==> config.mk <==
export PLATFORM = sky130hd
export DESIGN_NAME = sprite_overlay
export DESIGN_NICKNAME = d
export VERILOG_FILES = /design/src/rtl/sprite_overlay.sv
export SDC_FILE = /design/constraint.sdc
export NUM_CORES = 2
export LEC_CHECK = 0
export BUFFER_PORTS_ARGS = -buffer_cell sky130_fd_sc_hd__buf_2
export CELL_PAD_IN_SITES_DETAIL_PLACEMENT = 1
export CELL_PAD_IN_SITES_GLOBAL_PLACEMENT = 1
export CORE_ASPECT_RATIO = 0.8
export CORE_UTILIZATION = 44
export CTS_CLUSTER_SIZE = 10
export DETAILED_ROUTE_END_ITERATION = 10
export PLACE_DENSITY = 0.66
export SLEW_MARGIN = 20
export SYNTH_ARGS = -nofsm -noshare
export SYNTH_HDL_FRONTEND = slang
export SYNTH_SLANG_ARGS = --single-unit
==> constraint.sdc <==
create_clock -name s_axis_vid_aclk -period 14.7 [get_ports s_axis_vid_aclk]
set_clock_uncertainty 0.05 [all_clocks]
set_input_delay 2.205 -clock s_axis_vid_aclk [delete_from_list [all_inputs] [get_ports s_axis_vid_aclk]]
set_output_delay 2.205 -clock s_axis_vid_aclk [all_outputs]
set_load 0.01 [all_outputs]
==> src/rtl/sprite_overlay.sv <==
// sprite_overlay: 2bpp hardware cursor overlaid on a 32-bit AXI4-Stream video path
module sprite_overlay #(
    parameter int SPRITE_SIZE = 32
) (
    input  logic        s_axis_vid_aclk,
    input  logic        areset,
    input  logic [31:0] s_axis_vid_tdata,
    input  logic        s_axis_vid_tvalid,
    output logic        s_axis_vid_tready,
    input  logic        s_axis_vid_tuser,
    input  logic        s_axis_vid_tlast,
    output logic [31:0] m_axis_vid_tdata,
    output logic        m_axis_vid_tvalid,
    input  logic        m_axis_vid_tready,
    output logic        m_axis_vid_tuser,
    output logic        m_axis_vid_tlast,
    input  logic [31:0] control_data,
    input  logic [7:0]  control_op
);
    localparam int LW = $clog2(SPRITE_SIZE);
    localparam int AW = 2 * LW - 3;
    localparam int WORDS = 1 << AW;

    logic [7:0]  ctl_op_q, ctl_op_d;
    logic [31:0] ctl_data_q, ctl_data_d;
    logic [15:0] pend_x_q, pend_x_d, pend_y_q, pend_y_d;
    logic        pend_en_q, pend_en_d;
    logic [15:0] pos_x_q, pos_x_d, pos_y_q, pos_y_d;
    logic        en_q, en_d;
    logic [23:0] col1_q, col1_d, col2_q, col2_d, col3_q, col3_d;
    logic [15:0] x_q, x_d, y_q, y_d;
    logic        s1_v_q, s1_v_d, s1_user_q, s1_user_d, s1_last_q, s1_last_d, s1_hit_q, s1_hit_d;
    logic [31:0] s1_data_q, s1_data_d;
    logic [2:0]  s1_n_q, s1_n_d;
    logic        s2_v_q, s2_v_d, s2_user_q, s2_user_d, s2_last_q, s2_last_d;
    logic [31:0] s2_data_q, s2_data_d;
    logic [15:0] mem_q [WORDS];
    logic [15:0] rd_q;

    logic        s1_adv, s2_adv, acc, cur_en, hit, wr_en;
    logic [15:0] px, py, cur_x, cur_y, sh;
    logic [16:0] dx, dy;
    logic [AW-1:0] rd_addr, wr_addr;
    logic [1:0]  v;
    logic [23:0] col;
    logic [31:0] pix;

    // Handshake, position tracking, hit test and next-state for every register
    always_comb begin
        s2_adv = !s2_v_q || m_axis_vid_tready;
        s1_adv = !s1_v_q || s2_adv;
        acc = s_axis_vid_tvalid && s1_adv;
        px = s_axis_vid_tuser ? 16'd0 : x_q;
        py = s_axis_vid_tuser ? 16'd0 : y_q;
        cur_x = s_axis_vid_tuser ? pend_x_q : pos_x_q;
        cur_y = s_axis_vid_tuser ? pend_y_q : pos_y_q;
        cur_en = s_axis_vid_tuser ? pend_en_q : en_q;
        dx = {1'b0, px} - {1'b0, cur_x};
        dy = {1'b0, py} - {1'b0, cur_y};
        hit = cur_en && !dx[16] && !dy[16] && dx[15:0] < 16'(SPRITE_SIZE) && dy[15:0] < 16'(SPRITE_SIZE);
        rd_addr = {dy[LW-1:0], dx[LW-1:3]};
        wr_en = ctl_op_q == 8'd6;
        wr_addr = ctl_data_q[24 +: AW];
        sh = rd_q >> {s1_n_q, 1'b0};
        v = sh[1:0];
        col = v == 2'd1 ? col1_q : v == 2'd2 ? col2_q : col3_q;
        pix = (s1_hit_q && v != 2'd0) ? {8'h00, col} : s1_data_q;
        ctl_op_d = control_op;
        ctl_data_d = control_data;
        pend_x_d = ctl_op_q == 8'd5 ? ctl_data_q[15:0] : pend_x_q;
        pend_y_d = ctl_op_q == 8'd5 ? ctl_data_q[31:16] : pend_y_q;
        pend_en_d = ctl_op_q == 8'd8 ? ctl_data_q[0] : pend_en_q;
        col1_d = (ctl_op_q == 8'd7 && ctl_data_q[25:24] == 2'd1) ? ctl_data_q[23:0] : col1_q;
        col2_d = (ctl_op_q == 8'd7 && ctl_data_q[25:24] == 2'd2) ? ctl_data_q[23:0] : col2_q;
        col3_d = (ctl_op_q == 8'd7 && ctl_data_q[25:24] == 2'd3) ? ctl_data_q[23:0] : col3_q;
        pos_x_d = (acc && s_axis_vid_tuser) ? pend_x_q : pos_x_q;
        pos_y_d = (acc && s_axis_vid_tuser) ? pend_y_q : pos_y_q;
        en_d = (acc && s_axis_vid_tuser) ? pend_en_q : en_q;
        x_d = acc ? (s_axis_vid_tlast ? 16'd0 : px + 16'd1) : x_q;
        y_d = acc ? (s_axis_vid_tlast ? py + 16'd1 : py) : y_q;
        s1_v_d = s1_adv ? s_axis_vid_tvalid : s1_v_q;
        s1_data_d = acc ? s_axis_vid_tdata : s1_data_q;
        s1_user_d = acc ? s_axis_vid_tuser : s1_user_q;
        s1_last_d = acc ? s_axis_vid_tlast : s1_last_q;
        s1_hit_d = acc ? hit : s1_hit_q;
        s1_n_d = acc ? dx[2:0] : s1_n_q;
        s2_v_d = s2_adv ? s1_v_q : s2_v_q;
        s2_data_d = (s2_adv && s1_v_q) ? pix : s2_data_q;
        s2_user_d = (s2_adv && s1_v_q) ? s1_user_q : s2_user_q;
        s2_last_d = (s2_adv && s1_v_q) ? s1_last_q : s2_last_q;
    end

    // Control, shadow, counter and pipeline registers
    always_ff @(posedge s_axis_vid_aclk) begin
        if (areset) begin
            ctl_op_q <= '0;
            ctl_data_q <= '0;
            pend_x_q <= '0;
            pend_y_q <= '0;
            pend_en_q <= 1'b0;
            pos_x_q <= '0;
            pos_y_q <= '0;
            en_q <= 1'b0;
            col1_q <= '0;
            col2_q <= '0;
            col3_q <= '0;
            x_q <= '0;
            y_q <= '0;
            s1_v_q <= 1'b0;
            s1_data_q <= '0;
            s1_user_q <= 1'b0;
            s1_last_q <= 1'b0;
            s1_hit_q <= 1'b0;
            s1_n_q <= '0;
            s2_v_q <= 1'b0;
            s2_data_q <= '0;
            s2_user_q <= 1'b0;
            s2_last_q <= 1'b0;
        end else begin
            ctl_op_q <= ctl_op_d;
            ctl_data_q <= ctl_data_d;
            pend_x_q <= pend_x_d;
            pend_y_q <= pend_y_d;
            pend_en_q <= pend_en_d;
            pos_x_q <= pos_x_d;
            pos_y_q <= pos_y_d;
            en_q <= en_d;
            col1_q <= col1_d;
            col2_q <= col2_d;
            col3_q <= col3_d;
            x_q <= x_d;
            y_q <= y_d;
            s1_v_q <= s1_v_d;
            s1_data_q <= s1_data_d;
            s1_user_q <= s1_user_d;
            s1_last_q <= s1_last_d;
            s1_hit_q <= s1_hit_d;
            s1_n_q <= s1_n_d;
            s2_v_q <= s2_v_d;
            s2_data_q <= s2_data_d;
            s2_user_q <= s2_user_d;
            s2_last_q <= s2_last_d;
        end
    end

    // Bitmap RAM: synchronous read-first port; the read word is held while S1 stalls
    always_ff @(posedge s_axis_vid_aclk) begin
        if (wr_en) mem_q[wr_addr] <= ctl_data_q[15:0];
        if (acc) rd_q <= mem_q[rd_addr];
    end

    assign s_axis_vid_tready = s1_adv;
    assign m_axis_vid_tvalid = s2_v_q;
    assign m_axis_vid_tdata = s2_data_q;
    assign m_axis_vid_tuser = s2_user_q;
    assign m_axis_vid_tlast = s2_last_q;
endmodule
# Yosys cells after proc, flatten, opt, wreduce, memory -nomap -nowiden
# Memory sizes are Yosys's and may differ from the RTL's. A register that Yosys moved wholly into a read port is not among the register bits.
# Index checks and enable logic that the tools add are counted.
# op_classes
add_sub_neg	4
n_mul	0
n_div	0
magnitude_cmp	2
n_eq_ne	9
shift	1
n_mux	12
n_bitwise	0
reduce_logical	18
# op_table
cell	n
$mux W16	6
$mux W24	2
$sub A16 B16 Y17	2
$add A16 B1 Y16 const B	2
$lt A16 B6 Y1 const B	2
$mux W32	1
$eq A8 B3 Y1 const B	3
$shr A16 B4 Y2	1
$logic_and A1 B1 Y1	11
$eq A8 B4 Y1 const B	1
$eq A2 B2 Y1 const B	3
$eq A2 B1 Y1 const B	2
$logic_not A1 Y1	4
$mux W1	3
$logic_or A1 B1 Y1	2
$reduce_bool A2 Y1	1
# word_totals
ff_bits	284
latchBits	0
mem_bits_rw	2048
mem_bits_ro	0
inputBits	78
n_memories	1
# mem_list
name	depth	word_bits	read_ports	rd_ports_with_merged_regs	write_ports	line	text
mem_q	128	16	1	1	1	37	logic [15:0] mem_q [WORDS];

# Depth between registers and ports, before layout
# depth
ltp_word	7
ltp_mapped	23

# Worst setup path after synthesis
# Ideal clock, no wire load.
# synth_path
kind	input -> register
start	in s_axis_vid_tuser
end	reg rd_q[15], read port of mem_q (data pin)
arrival_ps	7006
required_ps	14378
setup_slack_ps	7372
cell_stages	17
path_buffers	8
path_cell_list	clkbuf_1 clkbuf_1 buf_1 clkbuf_1 clkbuf_1 mux2i_1 ha_1 and3b_1 or3_4 nand2_4 buf_8 buf_8 buf_2 mux4_2 a22oi_1 a21oi_1 or4_1
# synth_between
elab_chain_cells	2
word_cells_on_any_way	6
# synth_lines
item	line	text
from (decl)	10	input logic s_axis_vid_tuser,
$mux W16, on equally long branches	n/a	
$sub A16 B16 Y17, on equally long branches	58, 59	
to (decl)	38	logic [15:0] rd_q;
# Parallel ways exist; a longest one is shown, timed or not.
# A chain may end at the register's enable or synchronous reset.

# Worst setup path in the final report
# layout_path
start	in s_axis_vid_tuser
end	reg rd_q[12], read port of mem_q (data pin)
# The elaborated chain is that of the path after synthesis.

==> flow_summary.yaml <==
hold_path:
  hold_class: "flop to flop"
  min_from: "ctl_data_q[31]$_SDFF_PP0_"
clock_tree:
  cts_made_buffers: 278
  cts_resized: 0
  cts_tree: "done"
  cts_setup_buffers: 0
  ctsHoldBuffers: 0
  cts_htree_levels: 5
  cts_sinks: 2348
  cts_buffer_depth: 4
  clk_latency_ns: 0.85
  cts_root_buffer: "clkbuf_16"
  clk_pin_slew_ns: 0.06
flow_run:
  drv_cap: 0
synthesis:
  yosysSeqAreaShare: 0.734
  ys_seq_elements: 2348
  synth_edf_count: 2064
  synth_ff_type: "edfxtp_1"
  yosys.area.top_type: "edfxtp_1"
  yosysUniqueCellTypes: 75
  async_flop_share: 0
  synthCells: 5626
  syn_area_per_cell_sq_um: 16.4
  syn-cell-area_sq_mm: 0.0922
  synth_area_leaders: "edfxtp_1 67%, mux4_2 8.1%, dfxtp_1 6.2%"
  yosysWarnings: 0
  synthesis.nets: 5740
  synth_top_area_frac: 0.672
finish:
  area_growth_pct: 13.3
  fin_nets: 6061
  drive_gt1_frac: 0.177
  multi_input_comb_area_sq_mm: 0.0231
  fin_area_sq_mm: 0.104
  ff_latch_area_sq_mm: 0.0677
  fillCellCount: 19300
grt:
  grt.overflow.total: 0
  antenna_found_initial: 21
  track_usage: 0.262
  grt_max_degree: 129
  grt_pass1_vias: 54600
  grt_pass1_wl_um: 398000
floorplan:
  die_y_um: 411
  io_pins: 114
  core-area_sq_mm: 0.207
  die_w_um: 514
  rows: 149
  start_util: 0.445
  die_area_sq_mm: 0.211
worst_setup_path:
  rrSetupSlack_ns: 8.01
  cp-startpoint: "s_axis_vid_tuser"
  crit_type: "input pin to flop"
  timing.rr.start: "x_q[0]$_SDFFE_PP0P_"
  crit_arrival_ns: 8.75
  cp-start-kind: "input pin"
  worst-endpoint-required_ns: 15.16
  endpoint_kind: "flop"
  worstPathMaxFanout: 56
place:
  io_buffer_count: 113
  dp_hpwl_um: 168000
  gp_congestion: 0.890
  postPlaceCellArea_sq_mm: 0.0969
  dp_slack_ns: 5.59
sta:
  finalSetupViolCount: 0
  tightest_slew_ns: 1.26
  max_freq_mhz: 121
  final.setup.tns_ns: 0
  fin_crit_sh: 0.564
  finalHoldViolations: 0
  rsz0062_at_grt: "no"
  fin_crit_ns: 8.29
  drv_slew: 0
  relSlewSlack: 0.155
  layout_setup_ws_ns: 6.41
  whs_ns: 0.397
status:
  status: "completed"
detailed_routing:
  vias: 53900
  dr.pass1.iters: 5
  via_per_inst: 6.12
  ant_nets: 0
  avgRoutedWirePerCell_um: 31.8
  route.detailed.drc: 0
  routed_wl_um: 280000
  drt_iter0_drc: 6590
pwr:
  peakVddDrop_mv: 0.111
  power.density_mw_per_mm2: 131
  leakagePower_nw: 31.8
## synth_stat cells (23+ instances only)
cell	count
and3_1	41
buf_2	66
clkbuf_1	178
nand4_1	43
buf_4	32
nor2b_1	93
a221oi_1	29
nor3_1	51
edfxtp_1	2064
ha_1	34
a22oi_1	66
nor2_1	255
nand2_1	743
nand2b_1	23
a21oi_1	303
o21ai_0	54
nor4_1	42
dfxtp_1	284
nand3_1	122
mux2i_1	328
inv_1	24
o22ai_1	112
mux4_2	330
## critical path, stage by stage
cell and delay [ns]:
buf_4 0.47, mux2_2 0.28, ha_1 0.17, inv_1 0.07, fa_1 0.46, a21o_1 0.20, a21o_1 0.31, xor2_4 0.21
buf_4 0.63, buf_4 0.88, buf_4 0.76, mux4_2 0.43, mux4_2 0.51, a211oi_1 0.78, nand3_1 0.19
## layout by cell type (no fill, tap or decap), types with 23 or more instances in the layout
cell type and instances:
and3_1 41, ha_1 33, a22oi_1 66, a221oi_1 29, nor4_1 27, nand2_1 742, nor3_1 49, clkbuf_16 283
nand3_1 122, nand2b_1 23, mux4_2 330, buf_2 111, mux2i_1 326, clkbuf_1 44, edfxtp_1 2064, dfxtp_1 268
nor2b_1 93, nand4_1 43, buf_4 236, nor2_1 245, a21oi_1 303, o21ai_0 52, inv_1 23, o22ai_1 112
## metrics by stage
stage,std cells,power (mW),utilization
floorplan,5626,7.62,-
finish,8811,13.7,0.504
CTS,8809,13.8,0.504
global placement,8458,7.77,0.467
global route,8809,14.0,0.504
detailed placement,8460,7.78,0.468
## final timing paths
check                                    to  cells after the start
setup reg to reg         rd_q[12]$_DFFE_PP_                     15
setup / recovery         rd_q[12]$_DFFE_PP_                     15
hold / removal    pend_y_q[15]$_SDFFE_PP0N_                      2
hold reg to reg   pend_y_q[15]$_SDFFE_PP0N_                      2
## kinds of logic (layout without fill, tap and decap cells)
family,count (synthesis),in the layout,share of synthesized area
buffers and inverters,341,731,0.0185
xor gates and xnor gates,24,24,0.00256
and+or+nand+nor,1464,1464,0.0706
adders and majority gates,36,36,0.00505
other,0,2,0
AOI/OAI and AO/OA,743,743,0.0510
DFF,2348,2348,0.734
muxes,670,670,0.118
## sequential cells by signal (all words and copies together) (netlist names), 24 cells and up
signal / cells
s1_data_q: 32
col3_q: 24
m_axis_vid_tdata: 32
col2_q: 24
mem_q: 2048
ctl_data_q: 32
col1_q: 24
## power by group
group          switching (mW)  internal [mW]  leakage, nW
Sequential             0.0621           7.27         18.5
Clock                    2.57           3.47         3.68
Combinational           0.228         0.0863         9.56
Total                    2.86           10.8         31.8
## layout make-up
class / instances / share of cell area
Clock inverter: 22 / 0.00294
Timing Repair Buffer: 357 / 0.0239
Clock buffer: 327 / 0.0694
Tap cell: 2793 / 0.0335
Antenna cell: 2 / 0.0000479
Inverter: 25 / 0.000898
Sequential cell: 2348 / 0.648
Multi-Input combinational cell: 2937 / 0.221
## per-layer routing
metal	GRT usage	vias up	routed length [um]
met2	0.394	2306	125000
met4	0.0678	10	7030
met1	0.391	28700	123000
met3	0.0510	433	24900
met5	0	-	69
li1	-	22500	-
(Power assumes the default switching activity.)
